==> src/rtl/mips_pkg.sv <==
// Shared constants for the mips_core CPU: opcodes, functs, CP0 register indices,
// exception codes and the fixed reset/handler/ack addresses.
package mips_pkg;

  localparam logic [31:0] RESET_PC     = 32'h0000_3000;
  localparam logic [31:0] HANDLER_PC   = 32'h0000_4180;
  localparam logic [31:0] INT_ACK_ADDR = 32'h0000_7F20;
  localparam logic [31:0] TEXT_LO      = 32'h0000_3000;
  localparam logic [31:0] TEXT_HI      = 32'h0000_6FFC;
  localparam logic [31:0] SR_WMASK     = 32'h0000_FC03;

  typedef enum logic [5:0] {
    OP_RTYPE = 6'h00, OP_J    = 6'h02, OP_JAL = 6'h03, OP_BEQ  = 6'h04,
    OP_BNE   = 6'h05, OP_ADDIU = 6'h09, OP_ORI = 6'h0D, OP_LUI = 6'h0F,
    OP_COP0  = 6'h10, OP_LB   = 6'h20, OP_LH  = 6'h21, OP_LW   = 6'h23,
    OP_SB    = 6'h28, OP_SH   = 6'h29, OP_SW  = 6'h2B
  } opcode_e;

  typedef enum logic [5:0] {
    F_SLL  = 6'h00, F_JR  = 6'h08, F_ERET = 6'h18, F_ADDU = 6'h21,
    F_SUBU = 6'h23, F_AND = 6'h24, F_OR   = 6'h25, F_SLT  = 6'h2A
  } funct_e;

  typedef enum logic [4:0] {
    C0_MF = 5'h00, C0_MT = 5'h04, C0_CO = 5'h10
  } cop0_op_e;

  localparam logic [4:0] CP0_SR    = 5'd12;
  localparam logic [4:0] CP0_CAUSE = 5'd13;
  localparam logic [4:0] CP0_EPC   = 5'd14;

  typedef enum logic [4:0] {
    EXC_INT = 5'd0, EXC_ADEL = 5'd4, EXC_ADES = 5'd5, EXC_RI = 5'd10
  } exc_code_e;

endpackage

==> src/rtl/mips_cp0.sv <==
// Coprocessor 0: SR/Cause/EPC, interrupt qualification and exception entry/return.
module mips_cp0
  import mips_pkg::*;
(
  input  logic        clk_i,
  input  logic        rst_ni,
  input  logic        irq_i,
  input  logic [31:0] pc_i,
  input  logic        exc_i,
  input  logic [4:0]  exc_code_i,
  input  logic        eret_i,
  input  logic        we_i,
  input  logic [4:0]  addr_i,
  input  logic [31:0] wdata_i,
  output logic        int_take_o,
  output logic [31:0] epc_o,
  output logic [31:0] rdata_o
);

  logic [31:0] sr_q, sr_d, epc_q, epc_d;
  logic [4:0]  exc_code_q, exc_code_d;
  logic [31:0] cause;

  assign int_take_o = irq_i & sr_q[12] & sr_q[0] & ~sr_q[1];
  assign cause      = {16'h0000, 3'b000, irq_i, 5'b00000, exc_code_q, 2'b00};
  assign epc_o      = epc_q;

  // Entry (interrupt or exception) outranks eret/mtc0; the core never issues them together.
  always_comb begin
    sr_d       = sr_q;
    epc_d      = epc_q;
    exc_code_d = exc_code_q;
    if (int_take_o || exc_i) begin
      epc_d      = pc_i;
      exc_code_d = int_take_o ? EXC_INT : exc_code_i;
      sr_d[1]    = 1'b1;
    end else if (eret_i) begin
      sr_d[1] = 1'b0;
    end else if (we_i) begin
      if (addr_i == CP0_SR) sr_d = wdata_i & SR_WMASK;
      else if (addr_i == CP0_EPC) epc_d = wdata_i;
    end
  end

  always_comb begin
    case (addr_i)
      CP0_SR:    rdata_o = sr_q;
      CP0_CAUSE: rdata_o = cause;
      CP0_EPC:   rdata_o = epc_q;
      default:   rdata_o = '0;
    endcase
  end

  always_ff @(posedge clk_i) begin
    if (!rst_ni) begin
      sr_q       <= '0;
      epc_q      <= '0;
      exc_code_q <= '0;
    end else begin
      sr_q       <= sr_d;
      epc_q      <= epc_d;
      exc_code_q <= exc_code_d;
    end
  end

endmodule

==> src/rtl/mips_core.sv <==
// Single-cycle MIPS-subset core: decode, GRF, ALU, load/store lanes and next-PC;
// CP0 state and interrupt/exception entry live in mips_cp0.
module mips_core
  import mips_pkg::*;
(
  input  logic        clk,
  input  logic        reset,
  input  logic        interrupt,
  output logic [31:0] macroscopic_pc,
  output logic [31:0] i_inst_addr,
  input  logic [31:0] i_inst_rdata,
  output logic [31:0] m_data_addr,
  input  logic [31:0] m_data_rdata,
  output logic [31:0] m_data_wdata,
  output logic [3:0]  m_data_byteen,
  output logic [31:0] m_int_addr,
  output logic [3:0]  m_int_byteen,
  output logic [31:0] m_inst_addr,
  output logic        w_grf_we,
  output logic [4:0]  w_grf_addr,
  output logic [31:0] w_grf_wdata,
  output logic [31:0] w_inst_addr
);

  logic [31:0] pc_q, pc_d;
  logic [31:0] grf_q [32];

  logic [31:0] instr, simm, zimm, rs_val, rt_val, addr, pc_plus4, br_target, j_target;
  logic [5:0]  op, funct;
  logic [4:0]  rs, rt, rd, shamt;
  logic [7:0]  ld_byte;
  logic [15:0] ld_half;

  logic        known, wr, ld_mis, st_mis, is_eret, is_mtc0;
  logic [4:0]  wa;
  logic [31:0] wd, sdata, npc;
  logic [3:0]  be;

  logic        fetch_adel, exc, int_take, commit;
  logic [4:0]  exc_code;
  logic [31:0] cp0_rdata, epc;

  assign instr     = i_inst_rdata;
  assign op        = instr[31:26];
  assign rs        = instr[25:21];
  assign rt        = instr[20:16];
  assign rd        = instr[15:11];
  assign shamt     = instr[10:6];
  assign funct     = instr[5:0];
  assign simm      = {{16{instr[15]}}, instr[15:0]};
  assign zimm      = {16'h0000, instr[15:0]};
  assign rs_val    = grf_q[rs];
  assign rt_val    = grf_q[rt];
  assign addr      = rs_val + simm;
  assign pc_plus4  = pc_q + 32'd4;
  assign br_target = pc_plus4 + {simm[29:0], 2'b00};
  assign j_target  = {pc_plus4[31:28], instr[25:0], 2'b00};
  assign ld_byte   = m_data_rdata[{addr[1:0], 3'b000} +: 8];
  assign ld_half   = m_data_rdata[{addr[1], 4'b0000} +: 16];

  always_comb begin
    known   = 1'b0;
    wr      = 1'b0;
    wa      = rt;
    wd      = '0;
    be      = '0;
    sdata   = rt_val;
    npc     = pc_plus4;
    ld_mis  = 1'b0;
    st_mis  = 1'b0;
    is_eret = 1'b0;
    is_mtc0 = 1'b0;
    case (op)
      OP_RTYPE: begin
        known = 1'b1;
        wr    = 1'b1;
        wa    = rd;
        case (funct)
          F_ADDU:  wd = rs_val + rt_val;
          F_SUBU:  wd = rs_val - rt_val;
          F_AND:   wd = rs_val & rt_val;
          F_OR:    wd = rs_val | rt_val;
          F_SLT:   wd = {31'b0, $signed(rs_val) < $signed(rt_val)};
          F_SLL:   wd = rt_val << shamt;
          F_JR:    begin wr = 1'b0; npc = rs_val; end
          default: begin known = 1'b0; wr = 1'b0; end
        endcase
      end
      OP_J:     begin known = 1'b1; npc = j_target; end
      OP_JAL:   begin known = 1'b1; wr = 1'b1; wa = 5'd31; wd = pc_plus4; npc = j_target; end
      OP_BEQ:   begin known = 1'b1; if (rs_val == rt_val) npc = br_target; end
      OP_BNE:   begin known = 1'b1; if (rs_val != rt_val) npc = br_target; end
      OP_ADDIU: begin known = 1'b1; wr = 1'b1; wd = rs_val + simm; end
      OP_ORI:   begin known = 1'b1; wr = 1'b1; wd = rs_val | zimm; end
      OP_LUI:   begin known = 1'b1; wr = 1'b1; wd = {instr[15:0], 16'h0000}; end
      OP_LW:    begin known = 1'b1; wr = 1'b1; wd = m_data_rdata; ld_mis = (addr[1:0] != 2'b00); end
      OP_LH:    begin known = 1'b1; wr = 1'b1; wd = {{16{ld_half[15]}}, ld_half}; ld_mis = addr[0]; end
      OP_LB:    begin known = 1'b1; wr = 1'b1; wd = {{24{ld_byte[7]}}, ld_byte}; end
      OP_SW:    begin known = 1'b1; be = 4'b1111; st_mis = (addr[1:0] != 2'b00); end
      OP_SH: begin
        known  = 1'b1;
        be     = addr[1] ? 4'b1100 : 4'b0011;
        sdata  = {2{rt_val[15:0]}};
        st_mis = addr[0];
      end
      OP_SB:    begin known = 1'b1; be = 4'b0001 << addr[1:0]; sdata = {4{rt_val[7:0]}}; end
      OP_COP0: begin
        case (rs)
          C0_MF: begin known = 1'b1; wr = 1'b1; wd = cp0_rdata; end
          C0_MT: begin known = 1'b1; is_mtc0 = 1'b1; end
          C0_CO: if (funct == F_ERET) begin known = 1'b1; is_eret = 1'b1; npc = epc; end
          default: ;
        endcase
      end
      default: ;
    endcase
  end

  assign fetch_adel = (pc_q[1:0] != 2'b00) || (pc_q < TEXT_LO) || (pc_q > TEXT_HI);

  always_comb begin
    exc      = 1'b1;
    exc_code = EXC_ADEL;
    if (fetch_adel)   exc_code = EXC_ADEL;
    else if (!known)  exc_code = EXC_RI;
    else if (ld_mis)  exc_code = EXC_ADEL;
    else if (st_mis)  exc_code = EXC_ADES;
    else              exc = 1'b0;
  end

  mips_cp0 u_cp0 (
    .clk_i      (clk),
    .rst_ni     (reset),
    .irq_i      (interrupt),
    .pc_i       (pc_q),
    .exc_i      (reset & exc),
    .exc_code_i (exc_code),
    .eret_i     (commit & is_eret),
    .we_i       (commit & is_mtc0),
    .addr_i     (rd),
    .wdata_i    (rt_val),
    .int_take_o (int_take),
    .epc_o      (epc),
    .rdata_o    (cp0_rdata)
  );

  assign commit = reset & ~int_take & ~exc;
  assign pc_d   = (int_take || exc) ? HANDLER_PC : npc;

  assign macroscopic_pc = pc_q;
  assign i_inst_addr    = pc_q;
  assign m_inst_addr    = pc_q;
  assign w_inst_addr    = pc_q;
  assign m_data_addr    = addr;
  assign m_data_wdata   = sdata;
  assign m_data_byteen  = commit ? be : 4'b0000;
  assign m_int_byteen   = (reset & int_take) ? 4'b0001 : 4'b0000;
  assign m_int_addr     = (reset & int_take) ? INT_ACK_ADDR : 32'h0;
  assign w_grf_we       = commit & wr;
  assign w_grf_addr     = wa;
  assign w_grf_wdata    = wd;

  always_ff @(posedge clk) begin
    if (!reset) pc_q <= RESET_PC;
    else        pc_q <= pc_d;
  end

  // $0 is never written, so reading it always yields zero.
  always_ff @(posedge clk) begin
    if (!reset) begin
      for (int i = 0; i < 32; i++) grf_q[i] <= '0;
    end else if (w_grf_we && (w_grf_addr != 5'd0)) begin
      grf_q[w_grf_addr] <= w_grf_wdata;
    end
  end

endmodule

==> config.mk <==
export PLATFORM = sky130hd
export DESIGN_NAME = mips_core
export DESIGN_NICKNAME = d
export VERILOG_FILES = /design/src/rtl/mips_pkg.sv /design/src/rtl/mips_cp0.sv /design/src/rtl/mips_core.sv
export SDC_FILE = /design/constraint.sdc
export NUM_CORES = 2
export LEC_CHECK = 0
export CAP_MARGIN = 20
export CELL_PAD_IN_SITES_DETAIL_PLACEMENT = 1
export CELL_PAD_IN_SITES_GLOBAL_PLACEMENT = 1
export CORE_MARGIN = 4
export CORE_UTILIZATION = 45
export DETAILED_ROUTE_END_ITERATION = 7
export PLACE_DENSITY = 0.88
export SYNTH_ARGS = -nofsm -noshare
export SYNTH_HDL_FRONTEND = slang
export SYNTH_SLANG_ARGS = --single-unit
==> constraint.sdc <==
create_clock -name clk -period 17.95 [get_ports clk]
set_input_delay 5.385 -clock clk [delete_from_list [all_inputs] [get_ports clk]]
set_output_delay 5.385 -clock clk [all_outputs]
set_load 0.02 [all_outputs]
### After elaboration in Yosys (flattened, before gate mapping)

Memory sizes are Yosys's and may differ from the RTL's.
Cells that the tools add are included.

* $add $sub $neg: 5
* order comparisons: 3
* equal/unequal tests: 30
* shift operators: 4
* multiplexer cells: 56
* bitwise gates (word level): 19
* reduce and logical (&&, ||, !) cells: 26

Operators with widths (count)
* $mux W32: 12
* $pmux W32 S9: 1
* $pmux W32 S6: 1
* $pmux W32 S5: 1
* $add A32 B32 Y32: 3
* $pmux W32 S3: 1
* $eq A6 B6 Y1 const B: 11
* $pmux W32 S2: 1
* $add A32 B3 Y32 const B: 1
* $and A32 B32 Y32: 1
* $eq A32 B32 Y1: 1
* $gt A32 B15 Y1 const B: 1
* $lt A32 B14 Y1 const B: 1
* $lt A32 B32 Y1: 1
* $ne A32 B32 Y1: 1
* $or A32 B16 Y32: 1
* $or A32 B32 Y32: 1
* $reduce_or A32 Y1: 1
* $shiftx A32 B6 Y16: 1
* $shiftx A32 B6 Y8: 1
* $shl A32 B5 Y32: 1
* $sub A32 B32 Y32: 1
* $mux W15: 2
* $eq A6 B4 Y1 const B: 4
* other kinds (32): 92

* register bits after elaboration: 77
* bits in writable memories: 1024
* input bits: 67
* output and inout bits: 270
* memories: 1

Memory list
* grf_q: words 32, width 32, read ports 2, clocked after memory_dff 0, wr ports 32, RTL line mips_core.sv:26 `logic [31:0] grf_q [32];`

### Logic depth before layout (Yosys ltp)

An unclocked memory read counts as a cell.

* word-level depth: 17
* mapped depth: 26

### Modules after synthesis

A second synthesis with hierarchy kept.

* cell total of the unflattened synthesis: 6442
* area total of the unflattened synthesis: 71701.3 µm²

By module, submodules not included
* mips_core: times used 1, cells each 6190, area an instance 69432.8 µm²
* mips_cp0: times used 1, cells each 252, area an instance 2268.4 µm²

### Least setup slack after synthesis

No wires, ideal clock.

* path type: input-to-output
* start point: in i_inst_rdata[21]
* end point: out w_grf_wdata[30]
* data arrival time: 12.792 ns
* required time: 12.565 ns
* path slack: -0.227 ns
* stages on the path: 23
* buffers on the path: 8
* path through: buf_2 buf_2 buf_2 buf_2 buf_2 buf_2 buf_1 mux4_2 mux4_2 mux2_2 ha_1 fa_1 mux2_2 o311a_1 a221o_1 a2111oi_1 o221ai_1 a2111oi_0 o21ai_1 a2111o_1 a22oi_2 buf_2 inv_1

* cells in the longest elaborated chain, start to end: 4

Ends and longest elaborated chain
* start, declared: RTL line mips_core.sv:11 `input logic [31:0] i_inst_rdata,`
* $mem_v2 Z32 W32 (*)
* $add A32 B32 Y32 (*): RTL line mips_core.sv:54 `assign addr = rs_val + simm;`
* named net m_data_addr[1]: RTL line mips_core.sv:12 `output logic [31:0] m_data_addr,`
* $shiftx A32 B6 Y8 or $shiftx A32 B6 Y16 (tied branches): RTL line mips_core.sv:58, mips_core.sv:59
* $pmux W32 S9 (*): RTL line mips_core.sv:73 `case (op)`
* end, declared: RTL line mips_core.sv:21 `output logic [31:0] w_grf_wdata,`

Mark *: on every way through the listed nets, which the timed path passes. The rest lies on a longest branch.

### Worst setup path after layout

* start point: in i_inst_rdata[20]
* end point: out w_grf_wdata[29]

* cells in the longest elaborated chain, start to end: 4

Ends and longest elaborated chain
* $mem_v2 Z32 W32 (*)
* $sub A32 B32 Y32 (tied with other cells): RTL line mips_core.sv:80 `F_SUBU: wd = rs_val - rt_val;`
* $pmux W32 S6 (*): RTL line mips_core.sv:78 `case (funct)`
* $pmux W32 S9 (*): RTL line mips_core.sv:73

Every way passes the cells marked *; elsewhere a longest branch is shown, timed or not.

==> impl_metrics.env <==
export IMPL_post_synth_num_cell_types=104
export IMPL_maxSlewHeadroom_pct=14.09
export IMPL_cp_buffers_inverters=5
export IMPL_p_sw_share_pct=33.58
export IMPL_timing_clock_skew_ps=50.35
export IMPL_cts_htree_levels=3
export IMPL_routed_wirelength_mm=389.3
export IMPL_die_area_um2=167400
export IMPL_finalNetCount=6839
export IMPL_detailedRoute_firstIterationViolations=11220
export IMPL_path_class="input port to output port"
export IMPL_timing_critical_path_from_type="input port"
export IMPL_die_height_um=409.1
export IMPL_ir_worst_vdd_mv=0.08891
export IMPL_power_density_nw_per_um2=90.67
export IMPL_cap_violations=0
export IMPL_fin_worst_hold_slack_ps=506.1
export IMPL_tns_ps=0
export IMPL_worst_endpoint_required_ps=12560
export IMPL_period_share_pct=99.21
export IMPL_yosysTopAreaCell="edfxtp_1"
export IMPL_hold_path_class="flip-flop to flip-flop"
export IMPL_syn_area_per_cell_um2=11.25
export IMPL_power_static_leakage_nw=29.90
export IMPL_worst_path_max_fanout=53
export IMPL_worst_setup_path_end_kind="output port"
export IMPL_io_buffers=309
export IMPL_post_synth_fa_ha_maj_area_fraction_pct=3.135
export IMPL_tightestPinTransition_ps=1275
export IMPL_via_count_of_the_first_global_routing_pass=67300
export IMPL_count_of_flip_flops_with_a_built_in_enable_after_synthesis=1024
export IMPL_cp_slowest_stage_delay_ps=980
export IMPL_dp_hpwl_mm=260.4
export IMPL_synth_compound_gate_area_share_pct=11.23
export IMPL_cts_clock_pin_slew_for_the_worst_setup_and_hold_paths_ps=60
export IMPL_timing_final_setup_violations=0
export IMPL_area_growth_syn_to_layout_pct=13.61
export IMPL_clock_fmax_mhz=56.15
export IMPL_post_cts_repair_setup_buffers=0
export IMPL_synth_simple_gate_area_share_pct=11.73
export IMPL_post_place_cells=8617
export IMPL_min_period_ps=17810
export IMPL_synthMostInstantiatedCell="nor2_1"
export IMPL_viasPerCell=7.476
export IMPL_ys_top_cells_by_area="edfxtp_1 (42%), mux4_2 (15%), nor2_1 (6.4%)"
export IMPL_grt_pass1_wl_mm=531.5
export IMPL_cpMaxStageDelayCell="nor2b_1"
export IMPL_cts_resized_gates=0
export IMPL_final_antenna_net_count=0
export IMPL_grt_setup_unrepaired="false"
export IMPL_layout_core_utilization_pct=51.69
export IMPL_routed_wire_length_per_instance_um=43.99
export IMPL_place_area_um2=78350
export IMPL_clock_sink_count=1099
export IMPL_clock_latency_ps=830
export IMPL_global_route_usage_total_pct=45.13
export IMPL_grt_antenna_before_repair=15
export IMPL_cts_root_buffer_cell="clkbuf_16"
export IMPL_pwr_share_clk_pct=34.1
export IMPL_yosysSeqAreaShare_pct=44.55
export IMPL_synth_cells_most_frequent="nor2_1 (1237), edfxtp_1 (1024), mux4_2 (496)"
export IMPL_yosys_mux_area_fraction_pct=22.20
export IMPL_timing_critical_path_max_delay_family="simple AND/OR/NAND/NOR gates"
export IMPL_yosys_warnings=0
export IMPL_seq_power_share_pct=39.7
export IMPL_drive_above_1_share_pct=18.87
export IMPL_grt_overflow_total=0
export IMPL_tritoncts="built"
export IMPL_drt_pass1_iter_count=8
export IMPL_power_internal_mw=4.954
export IMPL_synth_top_cell_area_share_pct=42.47
export IMPL_initial_core_util_pct=45.50
export IMPL_top_level_ports=337
export IMPL_critical_path_cell_chain="buf_8, nor2b_1, buf_4, buf_4, a22oi_1, nand2_1, o221ai_1, inv_1, ha_1, or3_1, o22ai_1, a21oi_1, a21oi_1, and4_1, nor3_1, o41ai_1, mux2i_1, o31ai_4, nand2_1, clkdlybuf4s50_1"
export IMPL_final_max_slew_violation_count=0
export IMPL_final_cells=8850
export IMPL_failing_checks="design-rule violations"
export IMPL_clockBufferDepth=3
export IMPL_core_um2=159100
export IMPL_route_vias_total=66160
export IMPL_placement_rows=146
export IMPL_synth_main_ff_cell="edfxtp_1"
export IMPL_outcome="finished, violations left"
export IMPL_syn_inst=6434
export IMPL_power_switching_mw=2.504
export IMPL_finalHoldViolCount=0
export IMPL_floorplan_die_width_um=409.1
export IMPL_tritoncts_num_buffers=118
export IMPL_grt_max_degree=69
export IMPL_routabilityCongestion=1.056
export IMPL_cts_hold_repair_buffers=0
export IMPL_share_comb_of_total_power_pct=26.2
export IMPL_nFillCells=16580
export IMPL_design_area_um2=82250
export IMPL_critical_path_arrival_ps=12420
export IMPL_cell_area_after_synthesis_um2=72400
export IMPL_synth_xor_area_share_pct=1.270
export IMPL_ys_ff_latch=1099
export IMPL_route_detailed_drc=13
export IMPL_synth_top_family_by_area="multiplexers"
export IMPL_async_flop_share_pct=0
[layout by cell type (no fill, tap or decap), types with 42 or more instances in the layout]
master,count
buf_4,354
conb_1,59
clkdlybuf4s50_1,292
dfxtp_1,75
nor2_1,1233
a211oi_1,79
ha_1,175
a21o_1,57
xnor2_1,68
inv_1,172
a221o_1,42
mux2i_1,440
nand2_1,294
o22ai_1,105
nor3_1,52
nand3_1,82
a221oi_1,49
clkbuf_16,119
nand2_2,55
edfxtp_1,1024
mux4_2,496
a22oi_1,91
a21oi_1,301
o21ai_0,150
[layout make-up]
cell class | count | area (µm²) | share of cell area, %
Clock inverter | 72 | 773.2 | 0.9401
Multi-Input combinational cell | 4511 | 36650 | 44.56
Inverter | 183 | 689.4 | 0.8382
Timing Repair Buffer | 680 | 6091 | 7.405
Sequential cell | 1099 | 32250 | 39.21
Clock buffer | 147 | 3083 | 3.748
Tap cell | 2146 | 2685 | 3.264
Antenna cell | 12 | 30.03 | 0.03651
[stage by stage]
step	power [mW]	setup WS, ps
after global placement	4.811	261.2
final	7.458	141.0
after detailed placement	4.855	303.0
after global routing	7.579	48.57
after floorplan	4.019	22.17
after CTS	7.339	259.5
[power by group through the flow]
stage | clock, mW | combinational, mW | sequential (mW)
4_1_cts | 2.52 | 1.86 | 2.96
3_5_place_dp | 0 | 1.85 | 3.01
2_1_floorplan | 0 | 1.05 | 2.97
6_report | 2.55 | 1.95 | 2.96
5_1_grt | 2.63 | 1.98 | 2.96
3_3_place_gp | 0 | 1.82 | 2.99
[routing by layer]
metal	GRT usage (%)	vias up	share of wire, %
li1	-	24490	-
met1	50.09	32490	31
met2	66.00	6732	42
met3	19.21	2426	16
met4	39.84	18	12
met5	1.753	-	0.12
[path summary, 6_finish.rpt]
kind,from,end,slack (ps),cells past startpoint
worst min-delay path,u_cp0.sr_q[14]$_SDFFE_PN0P_,u_cp0.sr_q[14]$_SDFFE_PN0P_,510,2
worst max register to register,grf_q[19][0]$_SDFFCE_PN0P_,grf_q[4][25]$_SDFFCE_PN0P_,9890,16
worst max-delay path,i_inst_rdata[20],w_grf_wdata[29],140,20
worst min register to register,u_cp0.sr_q[14]$_SDFFE_PN0P_,u_cp0.sr_q[14]$_SDFFE_PN0P_,510,2
[cells by family (layout without fill, tap and decap cells)]
| kind of cell | Yosys count | count (layout) |
|---|---|---|
| adder cells (fa/ha/maj) | 179 | 179 |
| flip-flops | 1099 | 1099 |
| other | 1 | 71 |
| AO/OA/AOI/OAI | 1184 | 1184 |
| XOR/XNOR | 105 | 105 |
| multiplexers | 979 | 979 |
| AND/OR/NAND/NOR | 2005 | 2005 |
| buffers and inverters | 882 | 1082 |
[flip-flops by register name, summed over array words and instances (netlist names), named ones only]
| signal | count |
|---|---|
| u_cp0.exc_code_q | 3 |
| grf_q | 1024 |
| u_cp0.epc_o | 32 |
| i_inst_addr | 30 |
| u_cp0.sr_q | 8 |
[tightest hold or removal path, delay by kind of cell (launching register included)]
kind / cells / cell delay [ps]
AO/OA/AOI/OAI: 1 / 50
flip-flops: 1 / 310
AND/OR/NAND/NOR: 1 / 100
Note: power is estimated with default switching activity, not from simulation.
